[src/rtl/mem_stage_hs.sv]
// Memory-access pipeline stage between EX and WB.
// Latches the EX bundle, waits on a variable-latency SRAM load response,
// aligns/extends sub-word load data and drives the WB and ID-forwarding buses.
// A load still waiting for its data holds this stage's register by itself, so
// the entry cannot be overwritten or bubbled away while stall_req is high.
module mem_stage_hs #(
  parameter int PC_W    = 32,
  parameter int RF_AW   = 5,
  parameter int TIMEOUT = 255
) (
  input  logic             clk,
  input  logic             rst,
  input  logic             stall_mem,
  input  logic             stall_wb,
  input  logic             flush,
  input  logic             ex_valid,
  input  logic [PC_W-1:0]  ex_pc,
  input  logic             ex_mem_en,
  input  logic [3:0]       ex_mem_we,
  input  logic [2:0]       ex_ld_type,
  input  logic [31:0]      ex_addr,
  input  logic             ex_rf_we,
  input  logic [RF_AW-1:0] ex_rf_waddr,
  input  logic [31:0]      ex_result,
  input  logic             data_rsp_valid,
  input  logic [31:0]      data_sram_rdata,
  output logic             stall_req,
  output logic             wb_valid,
  output logic [PC_W-1:0]  wb_pc,
  output logic             wb_rf_we,
  output logic [RF_AW-1:0] wb_rf_waddr,
  output logic [31:0]      wb_rf_wdata,
  output logic             fwd_we,
  output logic [RF_AW-1:0] fwd_waddr,
  output logic [31:0]      fwd_wdata,
  output logic             fwd_load_pending,
  output logic             mem_err
);

  localparam int CNT_W = 16;

  typedef enum logic [1:0] {
    S_IDLE = 2'd0,  // no response outstanding
    S_WAIT = 2'd1,  // load in the register, response not yet seen
    S_HOLD = 2'd2   // response buffered while WB is stalled
  } state_e;

  // Only the byte lane of the address matters here; the SRAM was addressed in EX.
  typedef struct packed {
    logic             valid;
    logic [PC_W-1:0]  pc;
    logic             mem_en;
    logic [3:0]       mem_we;
    logic [2:0]       ld_type;
    logic [1:0]       lane;
    logic             rf_we;
    logic [RF_AW-1:0] rf_waddr;
    logic [31:0]      result;
  } entry_t;

  entry_t           ent_q, ent_d, ex_ent;
  state_e           state_q, state_d;
  logic [CNT_W-1:0] cnt_q, cnt_d;
  logic [31:0]      rsp_buf_q, rsp_buf_d;
  logic             mem_err_q, mem_err_d;
  logic             is_load, pending, timeout_hit;
  logic [31:0]      raw_word, load_data, wdata;
  logic             unused_addr_hi;

  assign unused_addr_hi = ^ex_addr[31:2];

  // Pick the addressed lane(s) and extend; undefined types behave as LW and
  // misaligned halves/words simply use the aligned lanes.
  function automatic logic [31:0] align_load(input logic [31:0] w,
                                             input logic [2:0]  t,
                                             input logic [1:0]  lane);
    logic [7:0]  b;
    logic [15:0] h;
    b = w[{lane, 3'b000} +: 8];
    h = lane[1] ? w[31:16] : w[15:0];
    case (t)
      3'd1:    return {{24{b[7]}}, b};
      3'd2:    return {24'b0, b};
      3'd3:    return {{16{h[15]}}, h};
      3'd4:    return {16'b0, h};
      default: return w;
    endcase
  endfunction

  // Pack the incoming EX bundle into an entry.
  always_comb begin
    ex_ent          = '0;
    ex_ent.valid    = ex_valid;
    ex_ent.pc       = ex_pc;
    ex_ent.mem_en   = ex_mem_en;
    ex_ent.mem_we   = ex_mem_we;
    ex_ent.ld_type  = ex_ld_type;
    ex_ent.lane     = ex_addr[1:0];
    ex_ent.rf_we    = ex_rf_we;
    ex_ent.rf_waddr = ex_rf_waddr;
    ex_ent.result   = ex_result;
  end

  assign is_load     = ent_q.valid & ent_q.mem_en & (ent_q.mem_we == 4'b0);
  assign timeout_hit = (state_q == S_WAIT) & ~data_rsp_valid &
                       (cnt_q == CNT_W'(TIMEOUT - 1));

  // Response FSM: next state, wait counter, response buffer and data source.
  always_comb begin
    // NOTE: every signal gets a default first so no path can infer a latch.
    state_d   = state_q;
    cnt_d     = cnt_q;
    rsp_buf_d = rsp_buf_q;
    raw_word  = data_sram_rdata;
    pending   = 1'b0;
    mem_err_d = mem_err_q | timeout_hit;
    case (state_q)
      S_IDLE: begin
        cnt_d = '0;
        if (is_load) begin
          if (data_rsp_valid) begin
            rsp_buf_d = data_sram_rdata;
            if (stall_wb) state_d = S_HOLD;
          end else begin
            pending = 1'b1;
            state_d = S_WAIT;
          end
        end
      end
      S_WAIT: begin
        if (data_rsp_valid) begin
          rsp_buf_d = data_sram_rdata;
          cnt_d     = '0;
          state_d   = stall_wb ? S_HOLD : S_IDLE;
        end else if (timeout_hit) begin
          // Give up: complete the load with zero data.
          raw_word  = '0;
          rsp_buf_d = '0;
          cnt_d     = '0;
          state_d   = stall_wb ? S_HOLD : S_IDLE;
        end else begin
          pending = 1'b1;
          cnt_d   = cnt_q + CNT_W'(1);
        end
      end
      S_HOLD: begin
        // Further responses are ignored; the buffered word is the result.
        raw_word = rsp_buf_q;
        if (!stall_wb) state_d = S_IDLE;
      end
      default: state_d = S_IDLE;
    endcase
    if (flush) begin
      state_d = S_IDLE;
      cnt_d   = '0;
    end
  end

  // Input register update: flush > own load stall > bubble > capture > hold.
  always_comb begin
    ent_d = ent_q;
    if (flush) begin
      ent_d.valid = 1'b0;
    end else if (!pending) begin
      if (stall_mem && !stall_wb) ent_d.valid = 1'b0;
      else if (!stall_mem)        ent_d = ex_ent;
    end
  end

  // State registers with synchronous active-high reset.
  always_ff @(posedge clk) begin
    // NOTE: sequential state uses non-blocking assignments so every flop
    // samples the pre-edge values regardless of statement order.
    if (rst) begin
      ent_q     <= '0;
      state_q   <= S_IDLE;
      cnt_q     <= '0;
      rsp_buf_q <= '0;
      mem_err_q <= 1'b0;
    end else begin
      ent_q     <= ent_d;
      state_q   <= state_d;
      cnt_q     <= cnt_d;
      rsp_buf_q <= rsp_buf_d;
      mem_err_q <= mem_err_d;
    end
  end

  // Result selection and output buses.
  always_comb begin
    load_data = align_load(raw_word, ent_q.ld_type, ent_q.lane);
    wdata     = is_load ? load_data : ent_q.result;
  end

  assign stall_req        = pending;
  assign wb_valid         = ent_q.valid & ~pending;
  assign wb_pc            = ent_q.pc;
  assign wb_rf_we         = wb_valid & ent_q.rf_we;
  assign wb_rf_waddr      = ent_q.rf_waddr;
  assign wb_rf_wdata      = wdata;
  assign fwd_we           = ent_q.valid & ent_q.rf_we;
  assign fwd_waddr        = ent_q.rf_waddr;
  assign fwd_wdata        = wdata;
  assign fwd_load_pending = pending;
  assign mem_err          = mem_err_q;

endmodule

[config.mk]
export PLATFORM = sky130hd
export DESIGN_NAME = mem_stage_hs
export DESIGN_NICKNAME = d
export VERILOG_FILES = /design/src/rtl/mem_stage_hs.sv
export SDC_FILE = /design/constraint.sdc
export NUM_CORES = 1
export LEC_CHECK = 0
export CAP_MARGIN = 20
export CORE_MARGIN = 4
export CORE_UTILIZATION = 35
export CTS_BUF_LIST = sky130_fd_sc_hd__clkbuf_16
export DETAILED_ROUTE_END_ITERATION = 8
export MAX_ROUTING_LAYER = met4
export PLACE_DENSITY = 0.65
export SYNTH_ARGS = -nofsm -noshare
export SYNTH_HDL_FRONTEND = slang
export SYNTH_SLANG_ARGS = --single-unit
[constraint.sdc]
create_clock -name clk -period 3.6 [get_ports clk]
set_clock_uncertainty 0.15 [all_clocks]
set_input_delay 0.36 -clock clk [delete_from_list [all_inputs] [get_ports clk]]
set_output_delay 0.36 -clock clk [all_outputs]
set_load 0.01 [all_outputs]
---- Word level (Yosys, flattened, before mapping) ----
Cells that the tools add are included.
operators by class
  $add $sub $neg .......................... 1
  multipliers ............................. 0
  divide/modulo/power cells ............... 0
  order comparisons ....................... 0
  equality and inequality tests ........... 13
  shift operators ......................... 1
  muxes and demuxes ....................... 29
  bitwise logic cells ..................... 13
  reduce and logical (&&, ||, !) cells .... 10
operator list
  operator               count
  $mux 32                7
  $pmux 32 s2            2
  $pmux 32 s4            1
  $mux 81                1
  $mux 16                3
  $pmux 16 s2            1
  $shiftx 32x6->8        1
  $add 16x1->16 const B  1
  $eq 16x8->1 const B    1
  $mux 2                 7
  $reduce_and 4->1       3
  $and 1x1->1            7
  $eq 3x2->1 const B     2
  $ne 2x2->1 const B     3
  $ne 3x3->1 const B     2
  $pmux 2 s3             1
  $mux 1                 5
  $not 1->1              5
  $logic_not 4->1        1
  $eq 3x1->1 const B     1
  $eq 3x3->1 const B     1
  $eq 2x1->1 const B     1
  $eq 2x2->1 const B     1
  $logic_not 2->1        1
  8 further kinds        8
word-level totals
  bits in registers ....................... 132
  bits in latches ......................... 0
  bits in writable memories ............... 0
  memory bits (read-only) ................. 0
  bits of input ports ..................... 149
  output and inout port bits .............. 112
  memories ................................ 0

---- Depth between registers and ports, before layout ----
  depth in word-level cells ............... 9
  depth in mapped cells ................... 12
  depth with buffers taken out ............ 10

---- Least setup slack after synthesis ----
No wires, ideal clock.
  path kind ............................... reg-to-output
  start point ............................. register cnt_q[8]
  end point ............................... output wb_rf_wdata[25]
  arrival ................................. 2.416 ns
  data required time ...................... 3.090 ns
  path slack .............................. 0.674 ns
  stages on the path, launching flop included .. 9
  buffers on the path ..................... 2
  path through ............................ dfxtp_1 or4b_1 o41ai_2 o32ai_1 a22oi_2 buf_2 o211ai_1 o21a_1 buf_4
on the way
  longest elaborated chain between the ends .. 8
  elaborated cells on any way between the ends .. 9
  those cells by class .................... eq/ne (1); shift (1); mux (6); bitwise (1)
RTL lines
  element                                            RTL line  source
  start: declaration                                 63        logic [CNT_W-1:0] cnt_q, cnt_d;
  start signal: assignment                           183       cnt_q <= cnt_d;
  $eq 16x8->1 *                                      106       (cnt_q == CNT_W'(TIMEOUT - 1));
  $and 1x1->1 *                                      105       assign timeout_hit = (state_q == S_WAIT) & ~data_rsp_valid &
  $mux 32 *                                          135       end else if (timeout_hit) begin
  $mux 32 *                                          131       if (data_rsp_valid) begin
  $pmux 32 s2 *                                      117       case (state_q)
  $shiftx 32x6->8 / $mux 16 (equally long branches)  79, 80
  $pmux 32 s4 *                                      81        case (t)
  $mux 32 *                                          192       wdata = is_load ? load_data : ent_q.result;
  end: declaration                                   32        output logic [31:0] wb_rf_wdata,
Mark *: on every way between the ends. The rest lies on a longest branch, timed or not.

---- Worst setup path after layout ----
  start point ............................. register cnt_q[8]
  end point ............................... output wb_rf_wdata[10]
Same word-level chain as after synthesis.

==> flow_metrics.tcl <==
set metrics [dict create \
    ioPinCount 261 \
    cp_slowest_cell "or4b_4" \
    dp_cells 1350 \
    r2r_end "ent_q[9]$_SDFFE_PP0P_" \
    synth_edf_count 0 \
    cts_tree "built" \
    crit_path_max_fanout 11 \
    cp-end-kind "output port" \
    hp-class "in2reg" \
    cap_violations 0 \
    hold_ws_ps 244 \
    grt_overflow 0 \
    reg2regPathDepth 12 \
    crit_family "compound AO/OA/AOI/OAI gates" \
    worst-path-buf-inv 4 \
    antenna_found_initial 0 \
    async_reset_ff_share_pct 0 \
    antenna_cells_inserted 0 \
    syn_avg_cell_area_sq_um 7.70 \
    gp_congestion 0.880 \
    core-area_sq_um 20400 \
    worst-r2r-setup-slack_ps 590 \
    p_leak_nw 3.75 \
    peakVddDrop_v 0.000272 \
    cts_root_buf "clkbuf_16" \
    synth.area.top_cells "dfxtp_1 36%, nand2_1 9.3%, a21oi_1 8.6%" \
    dr.pass1.iters 6 \
    clock_sinks 132 \
    nets 1270 \
    worst_ep_required_time_ps 3090 \
    grt_pass1_wl_microns 37000 \
    num-fill-cells 2005 \
    setup_violations 0 \
    p_per_area_nw_per_um2 370 \
    hold_start "rst" \
    final_cells 1399 \
    clkLatencyLatePin_ps 420 \
    clk_pin_slew_ps 60 \
    grt_setup_unrepaired "yes" \
    yosysMostFrequentCell "nand2_1" \
    layout-drive-gt1-share_pct 15.3 \
    drc_errors 0 \
    wirelength_microns 24100 \
    ff_latch_area_sq_um 2650 \
    grt_usage_pct 20.2 \
    maxSlewViolCount 0 \
    period_share_pct 96.8 \
    dp_slack_ps -38.9 \
    num_rows 52 \
    synthCells 948 \
    ys.flop_type "dfxtp_1" \
    numCtsBuffers 17 \
    cts.path.max_buffers 2 \
    synth.top_cell.area_share_pct 36.2 \
    synth_cell_types 67 \
    grt_pass1_vias 6885 \
    period_minus_slack_ps 3480 \
    setup_slack_ps 117 \
    multi_input_area_sq_um 3930 \
    hold_path_depth 2 \
    htreeDepth 4 \
    dieArea_sq_um 23200 \
    max-slew-margin-rel_pct 42.2 \
    io_buffers 230 \
    worstPathArrival_ps 2970 \
    die_w_microns 152 \
    syn_to_final_growth_pct 40.2 \
    ant_nets 0 \
    place_hpwl_microns 17100 \
    start_util_pct 35.8 \
    mappedNetlistArea_sq_um 7300 \
    crit_type "reg2out" \
    cpPeakStageDelay_ps 550 \
    drt-initial-drc-count 490 \
    synthTopCellsByCount "181 x nand2_1, 132 x dfxtp_1, 125 x a21oi_1, 76 x buf_4, 50 x nand3_1" \
    synth_area_leader_cell "dfxtp_1" \
    hold_end "mem_err$_SDFF_PP0_" \
    post_drt_via_cell_ratio 5.26 \
    die_y_microns 152 \
    worstSetupStartpointType "register" \
    final_util_pct 50.2 \
    clock.fmax_mhz 287 \
    hold_viol 0 \
    dr_total_vias 7356 \
    outcome "finished clean" \
    syn_nets 1102 \
    yosys_register_bits 132 \
    crit_chain "or4b_4 > o41ai_4 > nand2_2 > buf_6 > clkbuf_16 > a221oi_4 > a211oi_1 > o221a_1 > buf_4 > clkbuf_2" \
    worst_slew_pin_slew_ps 860 \
    avgRoutedWirePerCell_microns 17.2 \
    yosysWarningCount 0 \
    grt_max_degree 81 \
    yosysSeqAreaShare_pct 36.2 \
    r2r-start "cnt_q[0]$_SDFFE_PP0P_" \
]
## worst register-to-register path: stages, from the launching register on
cell and delay, ps:
dfxtp_4 340, inv_1 50, ha_2 150, nand4b_1 220, buf_4 240, nor4_4 380
nor2_2 100, a21oi_2 190, inv_2 110, or3_2 450, buf_12 210, nand2_1 200
a21oi_1 70
## state kept, by name (all words and copies together), names as in the netlist
| signal | cells |
|---|---|
| ent_q | 44 |
| rsp_buf_q | 32 |
| mem_err | 1 |
| fwd_waddr | 5 |
| state_q | 2 |
| wb_pc | 32 |
| cnt_q | 16 |
## cells by family after synthesis
group | after synthesis | share of synthesized area, %
compound gates | 293 | 25.4
xor+xnor | 11 | 1.32
fa+ha+maj | 5 | 0.857
buf+inv | 151 | 13.4
flops | 132 | 36.2
mux | 3 | 0.429
simple gates | 353 | 22.4
## per-layer routing
| metal | vias up | GRT usage [%] | wire, microns |
|---|---|---|---|
| li1 | 3598 | - | - |
| met1 | 3423 | 24.7 | 10500 |
| met2 | 296 | 32.9 | 11400 |
| met3 | 39 | 5.08 | 1650 |
| met5 | - | - | 0 |
| met4 | 0 | 6.38 | 521 |
## cell type report
| cell class | instances | area share [%] |
|---|---|---|
| clock inverter | 15 | 1.43 |
| inverter | 8 | 0.294 |
| tap | 270 | 3.30 |
| timing repair buffer | 292 | 26.5 |
| clock buffer | 17 | 4.16 |
| multi-input combinational | 665 | 38.4 |
| sequential | 132 | 25.9 |
## through the flow
step	TNS (ps)	power [mW]	cell area, sq um
final	0	3.78	10200
after detailed placement	-143	2.11	9390
after global routing	-116	3.93	10200
after global placement	-116	2.11	9390
after floorplan	0	1.84	7300
after CTS	0	3.81	10000
## report_power, final
group	total [mW]	leakage, nW	switching, mW	internal, mW
Combinational	0.554	2.39	0.263	0.291
Clock	1.70	0.280	0.727	0.969
Sequential	1.53	1.07	0.0292	1.50
Total	3.78	3.75	1.02	2.76
## cells in the final DEF, fill, tap and decap left out, types with 5 or more instances in the layout
| cell type | synthesis | routed |
|---|---|---|
| buf_4 | 76 | 52 |
| a211oi_1 | 7 | 6 |
| nor2b_1 | 11 | 11 |
| xor2_1 | 6 | 6 |
| dlygate4sd2_1 | 0 | 12 |
| dlymetal6s2s_1 | 0 | 5 |
| a32oi_1 | 6 | 6 |
| o22ai_1 | 6 | 6 |
| dfxtp_1 | 132 | 130 |
| a221oi_1 | 12 | 8 |
| o211ai_1 | 11 | 11 |
| nor3_1 | 8 | 8 |
| nand3_1 | 50 | 50 |
| o21a_1 | 16 | 16 |
| nor2_1 | 38 | 37 |
| a21oi_1 | 125 | 123 |
| xnor2_1 | 5 | 5 |
| a22oi_1 | 12 | 9 |
| nand2_1 | 181 | 179 |
| clkdlybuf4s15_1 | 0 | 18 |
| inv_1 | 7 | 7 |
| clkbuf_2 | 0 | 28 |
| buf_6 | 16 | 5 |
| nand2b_1 | 36 | 36 |
| clkdlybuf4s50_1 | 0 | 165 |
| o21ai_0 | 48 | 48 |
| clkbuf_16 | 0 | 18 |
## how the worst max path moves through the flow
stage                                        from         endpoint  slack [ps]  depth (start not counted)
after floorplan             cnt_q[8]$_SDFFE_PP0P_  wb_rf_wdata[25]         670                          8
after global placement             data_rsp_valid    fwd_wdata[21]         -40                          9
after detailed placement           data_rsp_valid    fwd_wdata[21]         -40                          9
after CTS                 state_q[0]$_SDFFE_PP0P_   wb_rf_wdata[6]           4                          8
final                       cnt_q[8]$_SDFFE_PP0P_  wb_rf_wdata[10]         120                         10
after global routing        cnt_q[0]$_SDFFE_PP0P_  wb_rf_wdata[22]         -20                         13
## repair_timing
action,CTS,global route
hold buffers,0,0
setup buffers,5,11
pin swaps,7,10
gates resized for setup,80,113
setup endpoints to repair,64,61
cloned,0,1
No activity file was read; power rests on OpenSTA's default activity.
